File: src/rtl/sram_ctrl_pkg.sv
// rtl/sram_ctrl_pkg.sv - shared state encoding and SRAM timing defaults for the SRAM engines
package sram_ctrl_pkg;

  localparam logic [2:0] ST_IDLE  = 3'd0;
  localparam logic [2:0] ST_POP   = 3'd1;
  localparam logic [2:0] ST_LATCH = 3'd2;
  localparam logic [2:0] ST_SETUP = 3'd3;
  localparam logic [2:0] ST_PULSE = 3'd4;
  localparam logic [2:0] ST_HOLD  = 3'd5;
  localparam logic [2:0] ST_DONE  = 3'd6;

  typedef enum logic [2:0] {
    IDLE  = ST_IDLE,
    POP   = ST_POP,
    LATCH = ST_LATCH,
    SETUP = ST_SETUP,
    PULSE = ST_PULSE,
    HOLD  = ST_HOLD,
    DONE  = ST_DONE
  } state_t;

  // Timing defaults in clk cycles; the read engine will reuse these.
  localparam int DEFAULT_WE_CYCLES = 2;
  localparam int WE_CYCLES_MAX     = 15;
  localparam int SETUP_CYCLES      = 1;
  localparam int HOLD_CYCLES       = 1;

  // States in which chip enable and the data bus drivers are active.
  function automatic logic drives_bus(state_t s);
    return (s == SETUP) || (s == PULSE) || (s == HOLD);
  endfunction

endpackage

File: src/rtl/sram_write_drainer.sv
// rtl/sram_write_drainer.sv - drains FIFO words into an async SRAM at consecutive addresses
module sram_write_drainer
  import sram_ctrl_pkg::*;
#(
  parameter int data_width    = 16,
  parameter int address_width = 18,
  parameter int count_width   = 16,
  parameter int we_cycles     = DEFAULT_WE_CYCLES
) (
  input  logic                     clk,
  input  logic                     reset,
  input  logic                     start,
  input  logic [address_width-1:0] base_address,
  input  logic [count_width-1:0]   word_count,
  output logic                     busy,
  output logic                     done,
  input  logic [data_width-1:0]    fifo_output_data,
  input  logic                     fifo_empty,
  output logic                     fifo_read_enable,
  output logic [address_width-1:0] sram_address,
  output logic [data_width-1:0]    sram_data_out,
  output logic                     sram_data_oe,
  output logic                     sram_ce_n,
  output logic                     sram_we_n,
  output logic                     sram_oe_n
);

  localparam logic [3:0] WAIT_LOAD = 4'(we_cycles - 1);

  state_t                   state;
  state_t                   next_state;
  logic [address_width-1:0] addr_cnt;
  logic [count_width-1:0]   remaining;
  logic [3:0]               wait_cnt;

  assign sram_oe_n = 1'b1;

  always_comb begin
    next_state       = state;
    fifo_read_enable = (state == POP) && !fifo_empty;
    case (state)
      IDLE: begin
        if (start) begin
          next_state = (word_count == '0) ? DONE : POP;
        end
      end
      POP: begin
        if (!fifo_empty) begin
          next_state = LATCH;
        end
      end
      LATCH: next_state = SETUP;
      SETUP: next_state = PULSE;
      PULSE: begin
        if (wait_cnt == 4'd0) begin
          next_state = HOLD;
        end
      end
      HOLD: begin
        next_state = (remaining == count_width'(1)) ? DONE : POP;
      end
      DONE:    next_state = IDLE;
      default: next_state = IDLE;
    endcase
  end

  // SRAM strobes are decoded from next_state so they come straight off flops.
  always_ff @(posedge clk) begin
    if (reset) begin
      state         <= IDLE;
      busy          <= 1'b0;
      done          <= 1'b0;
      sram_ce_n     <= 1'b1;
      sram_we_n     <= 1'b1;
      sram_data_oe  <= 1'b0;
      sram_address  <= '0;
      sram_data_out <= '0;
      addr_cnt      <= '0;
      remaining     <= '0;
      wait_cnt      <= '0;
    end else begin
      state        <= next_state;
      busy         <= (next_state != IDLE) && (next_state != DONE);
      done         <= (next_state == DONE);
      sram_ce_n    <= !drives_bus(next_state);
      sram_we_n    <= (next_state != PULSE);
      sram_data_oe <= drives_bus(next_state);

      if (state == IDLE && start) begin
        addr_cnt  <= base_address;
        remaining <= word_count;
      end

      if (state == LATCH) begin
        sram_data_out <= fifo_output_data;
      end

      if (next_state == SETUP) begin
        sram_address <= addr_cnt;
      end

      if (state == SETUP) begin
        wait_cnt <= WAIT_LOAD;
      end else if (state == PULSE && wait_cnt != 4'd0) begin
        wait_cnt <= wait_cnt - 4'd1;
      end

      // Counters advance as HOLD ends, so the bus stays stable through HOLD.
      if (state == HOLD) begin
        addr_cnt  <= addr_cnt + address_width'(1);
        remaining <= remaining - count_width'(1);
      end
    end
  end

endmodule

File: config.mk
export PLATFORM = sky130hd
export DESIGN_NAME = sram_write_drainer
export DESIGN_NICKNAME = d
export VERILOG_FILES = /design/src/rtl/sram_ctrl_pkg.sv /design/src/rtl/sram_write_drainer.sv
export SDC_FILE = /design/constraint.sdc
export NUM_CORES = 1
export LEC_CHECK = 0
export ABC_CLOCK_PERIOD_IN_PS = 2700
export CAP_MARGIN = 20
export CORE_AREA = 2 2 113 115
export CTS_BUF_LIST = sky130_fd_sc_hd__clkbuf_16
export DETAILED_ROUTE_END_ITERATION = 10
export DIE_AREA = 0 0 115 117
export HOLD_SLACK_MARGIN = 0.06
export SLEW_MARGIN = 10
export SYNTH_ARGS = -nofsm -noshare
export SYNTH_HDL_FRONTEND = slang
export SYNTH_SLANG_ARGS = --single-unit
File: constraint.sdc
create_clock -name clk -period 2.7 [get_ports clk]
set_input_delay 0.54 -clock clk [delete_from_list [all_inputs] [get_ports clk]]
set_output_delay 0.54 -clock clk [all_outputs]
set_load 0.03 [all_outputs]
==> results of run 1 <==
[power by group through the flow]
stage                     Clock [mW]  Sequential, mW  Combinational [mW]
after global placement             0            1.36               0.517
after floorplan                    0            1.37               0.288
after global routing            1.36            1.35               0.580
after detailed placement           0            1.36               0.524
after CTS                       1.31            1.34               0.527
final                           1.28            1.34               0.522
[metrics by stage]
stage | instance area [um2] | setup WS [ns]
floorplan | 3620 | 0.711
global placement | 4720 | 0.135
detailed placement | 4720 | 0.107
CTS | 5040 | 0.447
global route | 5040 | 0.282
finish | 5040 | 0.459
[layout by cell type, fill, tap and decap left out, types with 11 or more instances in the layout]
cell / count
clkdlybuf4s50_1: 91
a21oi_1: 63
a31oi_1: 16
nand3_1: 14
buf_4: 12
dfxtp_1: 80
o21ai_0: 13
nand2_1: 94
nor3_1: 11
nor2_1: 35
nor4_1: 11
[worst min-delay path, delay by kind of cell (launching register included)]
family          cells  cell delay (ns)
compound gates      1             0.05
simple gates        1             0.05
flops               1             0.30
[final cells by class]
class | instances | area (um2)
fillers | 1227 | 7280
clock buffers | 9 | 225
clock inverters | 7 | 86.3
inverters | 10 | 37.5
multi-input cells | 344 | 1870
well taps | 150 | 188
flip-flops and latches | 80 | 1600
repair buffers | 105 | 1030
[final timing paths]
| kind | startpoint | end | slack (ns) | depth (start not counted) |
|---|---|---|---|---|
| worst max-delay path | state[0] | addr_cnt[16] | 0.46 | 4 |
| worst min-delay path | sram_data_out[9] | sram_data_out[9] | 0.45 | 2 |
| worst max register to register | state[0] | addr_cnt[16] | 0.46 | 4 |
| worst min register to register | sram_data_out[9] | sram_data_out[9] | 0.45 | 2 |
[logic make-up (layout without fill, tap and decap cells)]
family / count (synthesis) / count (layout) / share of synthesized area, %
AO/OA/AOI/OAI: 126 / 126 / 21.0
adder cells (fa/ha/maj): 4 / 4 / 1.38
XOR/XNOR: 2 / 2 / 0.484
buffers and inverters: 41 / 131 / 4.45
other: 1 / 1 / 0.103
flip-flops: 80 / 80 / 44.2
AND/OR/NAND/NOR: 211 / 211 / 28.4
[registers in the layout, indices dropped and copies added, names as in the netlist]
register       count
addr_cnt          18
sram_address      18
remaining         16
sram_data_out     16
wait_cnt           4
state              3
busy               1
done               1
sram_ce_n          1
sram_data_oe       1
sram_we_n          1
[per-layer routing]
metal	GRT usage, %	vias up
met4	5.06	0
met2	25.2	82
met5	0	-
li1	-	1821
met1	21.4	1692
met3	4.33	11
==> summary.md, run 1 <==
| Metric | Value |
|---|---|
| EDFF count, synth | 0 |
| Inserted Diodes | 0 |
| Placed insts | 689 |
| Detailed-route via count | 3606 |
| CTS tree | yes |
| Worst-path cell with the longest stage delay | dfxtp_1 |
| Hpwl dp | 7340 um |
| Die area | 13500 um2 |
| Post-synth ARST share | 0% |
| Period Utilization, post-route | 83.0% |
| Clock transition at path regs | 0.06 ns |
| Yosys warnings | 0 |
| CP endpoint kind | flip-flop |
| Top post-synthesis cells by area | dfxtp_1 44%, nand2_1 9.7%, a21oi_1 8.7%, nor2_1 3.6%, clkbuf_1 2.8% |
| Die width | 115 um |
| Clock power frac | 40.8% |
| Sequential power share | 42.6% |
| LEAKAGE | 1.70 nW |
| Cts repair resizes | 0 |
| Initial antenna violation count | 0 |
| DR iter-0 viols | 211 |
| Routability congestion estimate from global placement | 0.852 |
| RSZ-0062 raised after global routing | no |
| Outcome | complete, no violations |
| P_int | 2.29 mW |
| Final cell count without fillers | 705 |
| Setup TNS | 0 ns |
| Synth Area per Inst | 7.79 um2 |
| Top-count cell post-synth | nand2_1 |
| GRT overflow | 0 |
| Clock root buffer master | clkbuf_16 |
| Setup violators final | 0 |
| Buffers on Ports | 93 |
| Met3 WL | 556 um |
| Core ar. | 12300 um2 |
| Logic pwr share | 16.6% |
| Largest net degree at the start of global routing | 44 |
| DRT met1 WL | 4840 um |
| Vias in the first global route | 3473 |
| CP arrival | 2.49 ns |
| HP Class | flip-flop to flip-flop |
| CP cell instances | and3b_1, nand4_1, or4_1, a31oi_1 |
| Psw | 0.843 mW |
| Max layer used | met4 |
| Clk_lat worst skew | 0.33 ns |
| Max_cap viols | 0 |
| Synth top area share | 44.2% |
| Htree depth | 3 |
| Post-synthesis sequential area ratio | 44.2% |
| Pwr Density | 623 nW/um2 |
| WP buf/inv | 0 |
| Layout cells sized above 1 | 7.21% |
| DR DRC count | 0 |
| Post-synthesis register bit count | 80 |
| Cell taking the most area after synthesis | dfxtp_1 |
| Sw frac | 26.9% |
| # IOs | 95 |
| Final layout net count | 608 |
| Vias per inst | 5.11 |
| Met2 WL | 4880 um |
| Clock sinks | 80 |
| Crit-path max FO | 15 |
| ANT nets after route | 0 |
| Final Util | 40.9% |
| Inserted Clock Buffers | 9 |
| Pre-antenna DRT Iters | 4 |
| Kind of critical path | flip-flop to flip-flop |
| Tightest Pin Transition | 0.869 ns |
| Post-synth top cells | 94 x nand2_1, 80 x dfxtp_1, 63 x a21oi_1 |
| Rows | 41 |
| Synth-to-Final Area Change | 39.0% |
| WL per Instance | 14.8 um |
| Clk buf depth | 2 |
| Final Hold Violating Endpoints | 0 |
| Hold WS | 0.452 ns |
| GRT Overall Usage | 16.0% |
| Max stage delay on crit path | 0.63 ns |
| Final WL | 10400 um |
| Hold_buf cts | 0 |
| Post-synth top flop | dfxtp_1 |
| Post-CTS Setup Bufs | 0 |
| WP data required | 2.95 ns |
| Cell Area, Synth | 3620 um2 |
| Initial core utilization | 29.4% |
| Cell family with most CP delay | simple AND/OR/NAND/NOR gates |
| Count of unique library cells instantiated by Yosys | 51 |
| Post-Syn Nets | 523 |
| Die H | 117 um |
| Rel. slew slack | 42.1% |
| Mapped Cells | 465 |
| Max-slew violation count | 0 |
| Fmax | 0.446 GHz |
| Min Tclk post-route | 2.24 ns |
| First-pass GRT wire length | 17000 um |
| Tot Pwr | 3.14 mW |
| Clk_skew | 0.00337 ns |
| Max VDD drop | 0.000214 V |
| Crit start category | flip-flop |
No activity file was read; power rests on OpenSTA's default activity.
==> run 2: changes to the inputs <==
--- a/config.mk
+++ b/config.mk
@@ -5,7 +5,7 @@
 export SDC_FILE = /design/constraint.sdc
 export NUM_CORES = 1
 export LEC_CHECK = 0
-export ABC_CLOCK_PERIOD_IN_PS = 2700
+export ABC_CLOCK_PERIOD_IN_PS = 2200
 export CAP_MARGIN = 20
 export CORE_AREA = 2 2 113 115
 export CTS_BUF_LIST = sky130_fd_sc_hd__clkbuf_16
==> constraint.sdc (replaced) <==
create_clock -name clk -period 2.2 [get_ports clk]
set_input_delay 0.44 -clock clk [delete_from_list [all_inputs] [get_ports clk]]
set_output_delay 0.44 -clock clk [all_outputs]
set_load 0.03 [all_outputs]
==> run 2 against run 1 <==
  * Sequential power is 22% higher
  * Non-clock buffer count is 15 higher
  * Setup slack got worse by 0.35 ns
  * Sequential cell count unchanged
  * Core utilization grew 0.84 points
  * Global-route usage shrank 0.18 points
  * Clock-buffer cell count is the same
  * First-iteration DRC count shrank 11%
  * Final cell count rose by 2.0%
==> summary.md, run 2 (synthesis results as in run 1) <==
| Metric | Value |
|---|---|
| Crit start category | input pin (was flip-flop) |
| Crit-path max FO | 4 (was 15) |
| LEAKAGE | 1.76 nW (was 1.70 nW) |
| Initial core utilization | 29.4% (unchanged) |
| Final Util | 41.7% (was 40.9%) |
| Die area | 13500 um2 (unchanged) |
| ANT nets after route | 0 (unchanged) |
| Sequential power share | 44.7% (was 42.6%) |
| Inserted Clock Buffers | 9 (unchanged) |
| Inserted Diodes | 0 (unchanged) |
| Cell area after layout | 5140 um2 (was 5040 um2) |
| Hold_buf cts | 0 (unchanged) |
| Final WL | 10700 um (was 10400 um) |
| Clock power frac | 36.3% (was 40.8%) |
| Placed standard-cell area | 4860 um2 (was 4720 um2) |
| Max VDD drop | 0.000382 V (was 0.000214 V) |
| Synth-to-Final Area Change | 41.9% (was 39.0%) |
| Layout cells sized above 1 | 9.84% (was 7.21%) |
| Crit path launch | word_count[11] (was state[0]) |
| CP Depth | 7 (was 4) |
| Max stage delay on crit path | 0.48 ns (was 0.63 ns) |
| Vias per inst | 5.20 (was 5.11) |
| Die H | 117 um (unchanged) |
| Logic pwr share | 19.0% (was 16.6%) |
| # fillers | 1243 (was 1227) |
| WP buf/inv | 2 (was 0) |
| Clock root buffer master | clkbuf_16 (unchanged) |
| Outcome | complete, no violations (unchanged) |
| Max_cap viols | 0 (unchanged) |
| WP data required | 2.39 ns (was 2.95 ns) |
| Core ar. | 12300 um2 (unchanged) |
| Dpl ws | -0.396 ns (was 0.107 ns) |
| WL per Instance | 14.9 um (was 14.8 um) |
| Routability congestion estimate from global placement | 0.829 (was 0.852) |
| Most common cell after layout, fill and taps aside | nand2_1 (unchanged) |
| Clk_skew | 0.00855 ns (was 0.00337 ns) |
| RSZ-0062 raised after global routing | no (unchanged) |
| Rel. slew slack | 45.7% (was 42.1%) |
| Pre-antenna DRT Iters | 4 (unchanged) |
| Hpwl dp | 7390 um (was 7340 um) |
| HP Class | flip-flop to flip-flop (unchanged) |
| Initial antenna violation count | 0 (unchanged) |
| Setup violators final | 0 (unchanged) |
| CP endpoint | busy (was addr_cnt[16]) |
| Worst r2r src | remaining[7] (was state[0]) |
| Pwr Density | 711 nW/um2 (was 623 nW/um2) |
| Min Tclk post-route | 2.09 ns |
| GRT overflow | 0 (unchanged) |
| Clock sinks | 80 (unchanged) |
| Setup TNS | 0 ns (unchanged) |
| GRT Overall Usage | 15.8% (was 16.0%) |
| DR iter-0 viols | 188 (was 211) |
| Tot Pwr | 3.65 mW (was 3.14 mW) |
| Htree depth | 3 (unchanged) |
| Period Utilization, post-route | 95.0% |
| Final Hold Violating Endpoints | 0 (unchanged) |
| P_int | 2.61 mW (was 2.29 mW) |
| Commonest cells after routing, fill and taps aside | 94 x nand2_1, 91 x clkdlybuf4s50_1, 80 x dfxtp_1 (unchanged) |
| CTS tree | yes (unchanged) |
| First-pass GRT wire length | 16700 um (was 17000 um) |
| Detailed-route via count | 3741 (was 3606) |
| Rows | 41 (unchanged) |
| Clk buf depth | 2 (unchanged) |
| # IOs | 95 (unchanged) |
| Reg2reg setup slack | 0.13 ns (was 0.46 ns) |
| Max-slew violation count | 0 (unchanged) |
| Clk_lat worst skew | 0.34 ns (was 0.33 ns) |
| Psw | 1.05 mW (was 0.843 mW) |
| Tightest Pin Transition | 0.811 ns (was 0.869 ns) |
| PnR worst setup slack | 0.109 ns (was 0.459 ns) |
| Sw frac | 28.6% (was 26.9%) |
| Clock transition at path regs | 0.06 ns (about the same) |
| CP cell instances | clkdlybuf4s50_1, nor4_4, buf_4, nand4_1, a221o_1, a21oi_2, a31oi_1 (was and3b_1, nand4_1, or4_1, a31oi_1) |
| Biggest regs | addr_cnt (18), sram_address (18) (unchanged) |
| Post-CTS Setup Bufs | 0 (unchanged) |
| Worst-path cell with the longest stage delay | clkdlybuf4s50_1 (was dfxtp_1) |
| DR DRC count | 0 (unchanged) |
| Cell family with most CP delay | compound AO/OA/AOI/OAI gates (was simple AND/OR/NAND/NOR gates) |
| Final layout net count | 623 (was 608) |
| CP arrival | 2.28 ns (was 2.49 ns) |
| Kind of critical path | input pin to flip-flop (was flip-flop to flip-flop) |
| CP endpoint kind | flip-flop (unchanged) |
| Buffers on Ports | 93 (unchanged) |
| RR Endpoint | sram_we_n (was addr_cnt[16]) |
| Fmax | 0.478 GHz |
| Vias in the first global route | 3419 (was 3473) |
| Reg2Reg Depth | 5 (was 4) |
| Largest net degree at the start of global routing | 39 (was 44) |
| Die width | 115 um (unchanged) |
==> run 2: how the worst min path moves through the flow <==
stage / startpoint / to / slack (ns) / cells past startpoint
5_1_grt: sram_data_out[1] / sram_data_out[1] / 0.47 / 2
3_5_place_dp: sram_data_out[10] / sram_data_out[10] / 0.45 / 2
2_1_floorplan: addr_cnt[16] / sram_address[16] / 0.45 / 2
6_report: sram_address[9] / sram_address[9] / 0.45 / 2
3_3_place_gp: sram_data_out[0] / sram_data_out[0] / 0.44 / 2
4_1_cts: sram_data_out[10] / sram_data_out[10] / 0.45 / 2
==> run 2: stage by stage <==
| stage | cells | hold WS (ns) |
|---|---|---|
| 6_report | 719 | 0.452 |
| 4_1_cts | 719 | 0.454 |
| 5_1_grt | 719 | 0.474 |
| 3_3_place_gp | 704 | 0.442 |
| 3_5_place_dp | 704 | 0.446 |
| 2_1_floorplan | 465 | 0.450 |
==> run 2: power groups by stage <==
stage	clock, mW	sequential [mW]	combinational (mW)
floorplan	0	1.68	0.354
global placement	0	1.66	0.676
detailed placement	0	1.66	0.687
CTS	1.35	1.63	0.691
global route	1.43	1.65	0.757
finish	1.33	1.63	0.694
==> run 2: final cells by class <==
class / instances / area (um2) / share of cell area (%)
inverter: 10 / 37.5 / 0.730
timing repair buffer: 120 / 1160 / 22.6
multi-input combinational: 344 / 1900 / 36.9
tap: 150 / 188 / 3.65
sequential: 80 / 1600 / 31.2
clock buffer: 9 / 225 / 4.38
clock inverter: 6 / 28.8 / 0.560
==> run 2: per-layer routing <==
| metal | GRT usage (%) | vias up | share of wire [%] |
|---|---|---|---|
| met4 | 4.98 | 0 | 1.5 |
| met1 | 20.6 | 1783 | 46 |
| met3 | 4.53 | 9 | 5.7 |
| met2 | 25.5 | 94 | 47 |
| met5 | 0 | - | 0 |
| li1 | - | 1855 | - |
==> run 2: worst reg2reg max path: stages, from the launching register on <==
cell,delay (ns)
dfxtp_1,0.35
or4_1,0.63
nand4b_1,0.33
a211o_1,0.36
a21oi_2,0.17
nand3_1,0.09
==> run 2: what timing repair did <==
item	4_1_cts	5_1_grt
pin swaps	0	0
resized for setup	1	3
setup endpoints to repair	3	5
==> run 3: changes to the inputs <==
--- a/config.mk
+++ b/config.mk
@@ -12,6 +12,7 @@
 export DETAILED_ROUTE_END_ITERATION = 10
 export DIE_AREA = 0 0 115 117
 export HOLD_SLACK_MARGIN = 0.06
+export SKIP_LAST_GASP = 1
 export SLEW_MARGIN = 10
 export SYNTH_ARGS = -nofsm -noshare
 export SYNTH_HDL_FRONTEND = slang
==> results of run 3 <==
The final DEF is identical to that of run 2; final timing and power are the same.
==> patch 1: new RTL, flow settings as in run 2 <==
Reset style: asynchronous (`reset`), changed in one clocked block.
--- a/src/rtl/sram_write_drainer.sv
+++ b/src/rtl/sram_write_drainer.sv
@@ -65,7 +65,7 @@
   end
 
   // SRAM strobes are decoded from next_state so they come straight off flops.
-  always_ff @(posedge clk) begin
+  always_ff @(posedge clk or posedge reset) begin
     if (reset) begin
       state         <= IDLE;
       busy          <= 1'b0;
Formal check against the unedited RTL: differs if reset is asserted again (counterexample within 4 cycles, from zero or initial values and one cycle with reset high); with reset held inactive, the same outputs for 10 cycles.
==> patch 1 against run 2 <==
Sequential cell count unchanged. Critical path depth fell by 4. Wire length decreased by 7.7%. Die area did not move. Worst setup slack better by 0.045 ns. Final area is 3.1% higher. Synthesized area is 6.5% higher. Critical path type is now reg2out.
Power is not compared: it rests on default switching activity, and its combinational part moved more than twofold at a synthesized area within 25%.
==> patch 1: results <==
export IMPL_status="finished, final reports clean"
export IMPL_rr_endpoint="remaining[10]$_DFFE_PP0P_"
export IMPL_timing_rr_start="remaining[0]$_DFFE_PP0P_"
export IMPL_grt_pass1_wl_mm=16.8
export IMPL_power_mw=7.49
export IMPL_stdcell_count=618
export IMPL_min_to="sram_data_out[1]$_DFFE_PP0P_"
export IMPL_yosysSeqAreaShare_pct=52.0
export IMPL_wl_met3_um=493
export IMPL_grt_pass1_vias=3236
export IMPL_finish_utilization_pct=43.0
export IMPL_drive_above_1_share_pct=16.7
export IMPL_muxShareOfSynthArea_pct=9.93
export IMPL_routed_via_density=5.16
export IMPL_grtUsageTotal_pct=15.9
export IMPL_wl_per_cell_um=15.9
export IMPL_dpl_hpwl_mm=7.16
export IMPL_yosys_top_cells_count="dfrtp_1 (78), nand2_1 (34), mux2_2 (32), nor2_1 (27), nand3_1 (25)"
export IMPL_cp_arrival_ns=1.61
export IMPL_ys_top_cells_by_area="dfrtp_1 (51%), mux2_2 (9.3%), nand2_1 (3.3%), nand3_1 (3.2%), nor2_1 (2.6%)"
export IMPL_gp_congestion=0.779
export IMPL_met1Wirelength_mm=4.55
export IMPL_use_met2_pct=24.9
export IMPL_placed_area_sq_um=5040
export IMPL_cp_max_fo=9
export IMPL_min_from="sram_data_out[1]$_DFFE_PP0P_"
export IMPL_synth_xor_area_share_pct=1.14
export IMPL_whs_ns=0.484
export IMPL_grt_max_degree=40
export IMPL_timing_fmax_mhz=489
export IMPL_skew_ns=0.00630
export IMPL_synth_fp_nets=420
export IMPL_drt_iter0_markers=238
export IMPL_dp_cells=602
export IMPL_cp_slowest_cell="dfrtp_1"
export IMPL_grtUsageMet3_pct=4.74
export IMPL_r2r_setup_slack_ns=0.37
export IMPL_yosys_area_share_adder_pct=1.62
export IMPL_ctsResizeCount=0
[patch 1: changes by cell type in the layout (fill, tap and decap cells not counted), sizes merged, moves of 12 or more]
cell          run 2  this run
dfxtp            80         0
dfrtp             0        78
mux2              0        34
a21oi            64        12
a31oi            16         2
nand2            94        34
buf              29        17
[patch 1: final cells by class]
cell class / count / area share [%]
Inverter: 11 / 0.850
Multi-Input combinational cell: 252 / 32.7
Tap cell: 150 / 3.54
Clock buffer: 9 / 4.25
Clock inverter: 7 / 0.567
Timing Repair Buffer: 109 / 20.3
Sequential cell: 80 / 37.8
[patch 1: how the worst max path moves through the flow]
stage,start,to,cells after the start
6_report,state[2]$_DFF_PP0_,fifo_read_enable,3
5_1_grt,state[0]$_DFF_PP0_,fifo_read_enable,3
4_1_cts,state[2]$_DFF_PP0_,fifo_read_enable,3
3_5_place_dp,word_count[2],state[2]$_DFF_PP0_,6
3_3_place_gp,word_count[2],done$_DFF_PP0_,6
2_1_floorplan,state[2]$_DFF_PP0_,fifo_read_enable,3
==> patch 2: new RTL, config.mk and constraints of run 2 <==
Made on the original files. `data_width`: 16 -> 32.
--- a/src/rtl/sram_write_drainer.sv
+++ b/src/rtl/sram_write_drainer.sv
@@ -2,7 +2,7 @@
 module sram_write_drainer
   import sram_ctrl_pkg::*;
 #(
-  parameter int data_width    = 16,
+  parameter int data_width    = 32,
   parameter int address_width = 18,
   parameter int count_width   = 16,
   parameter int we_cycles     = DEFAULT_WE_CYCLES
Interface: changed (resized fifo_output_data and sram_data_out); port bits go from 95 to 127. The function was not compared with the original's and may differ.
==> patch 2 against run 2 <==
Power up 26%. Largest cell class unchanged. Largest power group unchanged. Wire length up 14%. Clock skew down 0.00099 ns. Highest routed layer unchanged. Count of clock-buffer cells in the layout unchanged. Combinational power up 18%. Clock power up 38%. Final area up 19%. Via count up 14%. Sequential cell count up 16. Worst setup slack worse by 0.0056 ns. Fmax down 0.27%. Synthesized area up 15%.
==> patch 2: results <==
export IMPL_synth_compound_area_share_pct=19.7
export IMPL_layout_nets=738
export IMPL_cp_max_fo=7
export IMPL_p_sw_share_pct=27.2
export IMPL_wl_per_cell_um=14.8
export IMPL_port_buffers=125
export IMPL_gp_congestion=0.858
export IMPL_muxShareOfSynthArea_pct=0.748
export IMPL_synth_xor_area_share_pct=0
export IMPL_avgSynthCellArea_sq_um=7.84
export IMPL_grt_pass1_vias=3892
export IMPL_grtUsageTotal_pct=18.1
export IMPL_dp_cells=803
export IMPL_synth_cell_types=59
export IMPL_grt_max_degree=51
export IMPL_vias=4272
export IMPL_dpl_hpwl_mm=8.71
export IMPL_routed_wl_mm=12.1
export IMPL_yosys_top_cells_count="nand2_1 (128), dfxtp_1 (96), a21oi_1 (78), nor2_1 (40), clkbuf_1 (29)"
export IMPL_drt_iter0_markers=282
export IMPL_nFillCells=1240
export IMPL_ir_drop_mv=0.377
export IMPL_ctsResizeCount=0
export IMPL_drive_above_1_share_pct=9.57
export IMPL_critPathMaxStageDelay_ns=0.71
export IMPL_cp_slowest_cell="or4_1"
export IMPL_skew_ns=0.00756
export IMPL_yosys_area_share_adder_pct=1.20
export IMPL_status="finished, final reports clean"
export IMPL_synth_fp_nets=608
export IMPL_ys_top_cells_by_area="dfxtp_1 (46%), nand2_1 (11%), a21oi_1 (9.3%), nor2_1 (3.6%), clkbuf_1 (2.6%)"
## patch 2: cell count changes in the layout (fill, tap and decap cells not counted), sizes merged, moves of 7 or more
| cell | before | now |
|---|---|---|
| dfxtp | 80 | 96 |
| o211ai | 10 | 3 |
| clkdlybuf4s50 | 91 | 123 |
| nand2 | 94 | 129 |
| a21oi | 64 | 78 |
| o21ai | 14 | 7 |
## patch 2: area by class of cell
type | instances | area, sq um | area share (%)
multi-input combinational | 393 | 2110 | 34.6
sequential | 96 | 1920 | 31.5
timing repair buffer | 156 | 1500 | 24.6
clock buffer | 9 | 225 | 3.69
tap | 150 | 188 | 3.07
clock inverter | 7 | 128 | 2.09
inverter | 8 | 30.0 | 0.492
## patch 2: metrics by stage
| step | area, sq um | setup slack, ns | hold slack [ns] |
|---|---|---|---|
| final | 6110 | 0.103 | 0.453 |
| after global routing | 6110 | 0.0188 | 0.470 |
| after CTS | 6100 | 0.0923 | 0.455 |
| after detailed placement | 5740 | -0.167 | 0.446 |
| after global placement | 5740 | -0.110 | 0.441 |
| after floorplan | 4190 | 0.320 | 0.438 |
## patch 2: layer usage
metal,part of all wire (%),vias to the layer above,global-route usage [%]
met2,44,164,27.6
met4,2.5,0,9.64
li1,-,2155,-
met3,6.7,19,3.71
met5,0,-,0
met1,46,1934,24.2
## patch 2: kinds of logic after synthesis
group | Yosys count
other cells | 1
buf+inv | 45
simple gates | 249
mux | 3
fa+ha+maj | 4
flops | 96
compound gates | 136
## patch 2: worst max-delay path, delay by kind of cell, from the launching register on
| kind | cells | cell delay [ns] |
|---|---|---|
| AO/OA/AOI/OAI | 1 | 0.16 |
| flip-flops | 1 | 0.38 |
| AND/OR/NAND/NOR | 4 | 1.48 |
## patch 2: final timing paths
path / from / to / slack (ns)
setup / recovery: remaining[2]$_SDFFE_PP0P_ / remaining[15]$_SDFFE_PP0P_ / 0.10
hold / removal: sram_data_out[27]$_SDFFE_PP0P_ / sram_data_out[27]$_SDFFE_PP0P_ / 0.45
setup reg to reg: remaining[2]$_SDFFE_PP0P_ / remaining[15]$_SDFFE_PP0P_ / 0.10
hold reg to reg: sram_data_out[27]$_SDFFE_PP0P_ / sram_data_out[27]$_SDFFE_PP0P_ / 0.45
## patch 2: power by group through the flow
stage	Clock, mW	Combinational, mW	Sequential (mW)
floorplan	0	0.388	2.02
global placement	0	0.802	1.97
detailed placement	0	0.812	1.97
CTS	1.88	0.817	1.94
global route	1.96	0.901	1.95
finish	1.84	0.818	1.94
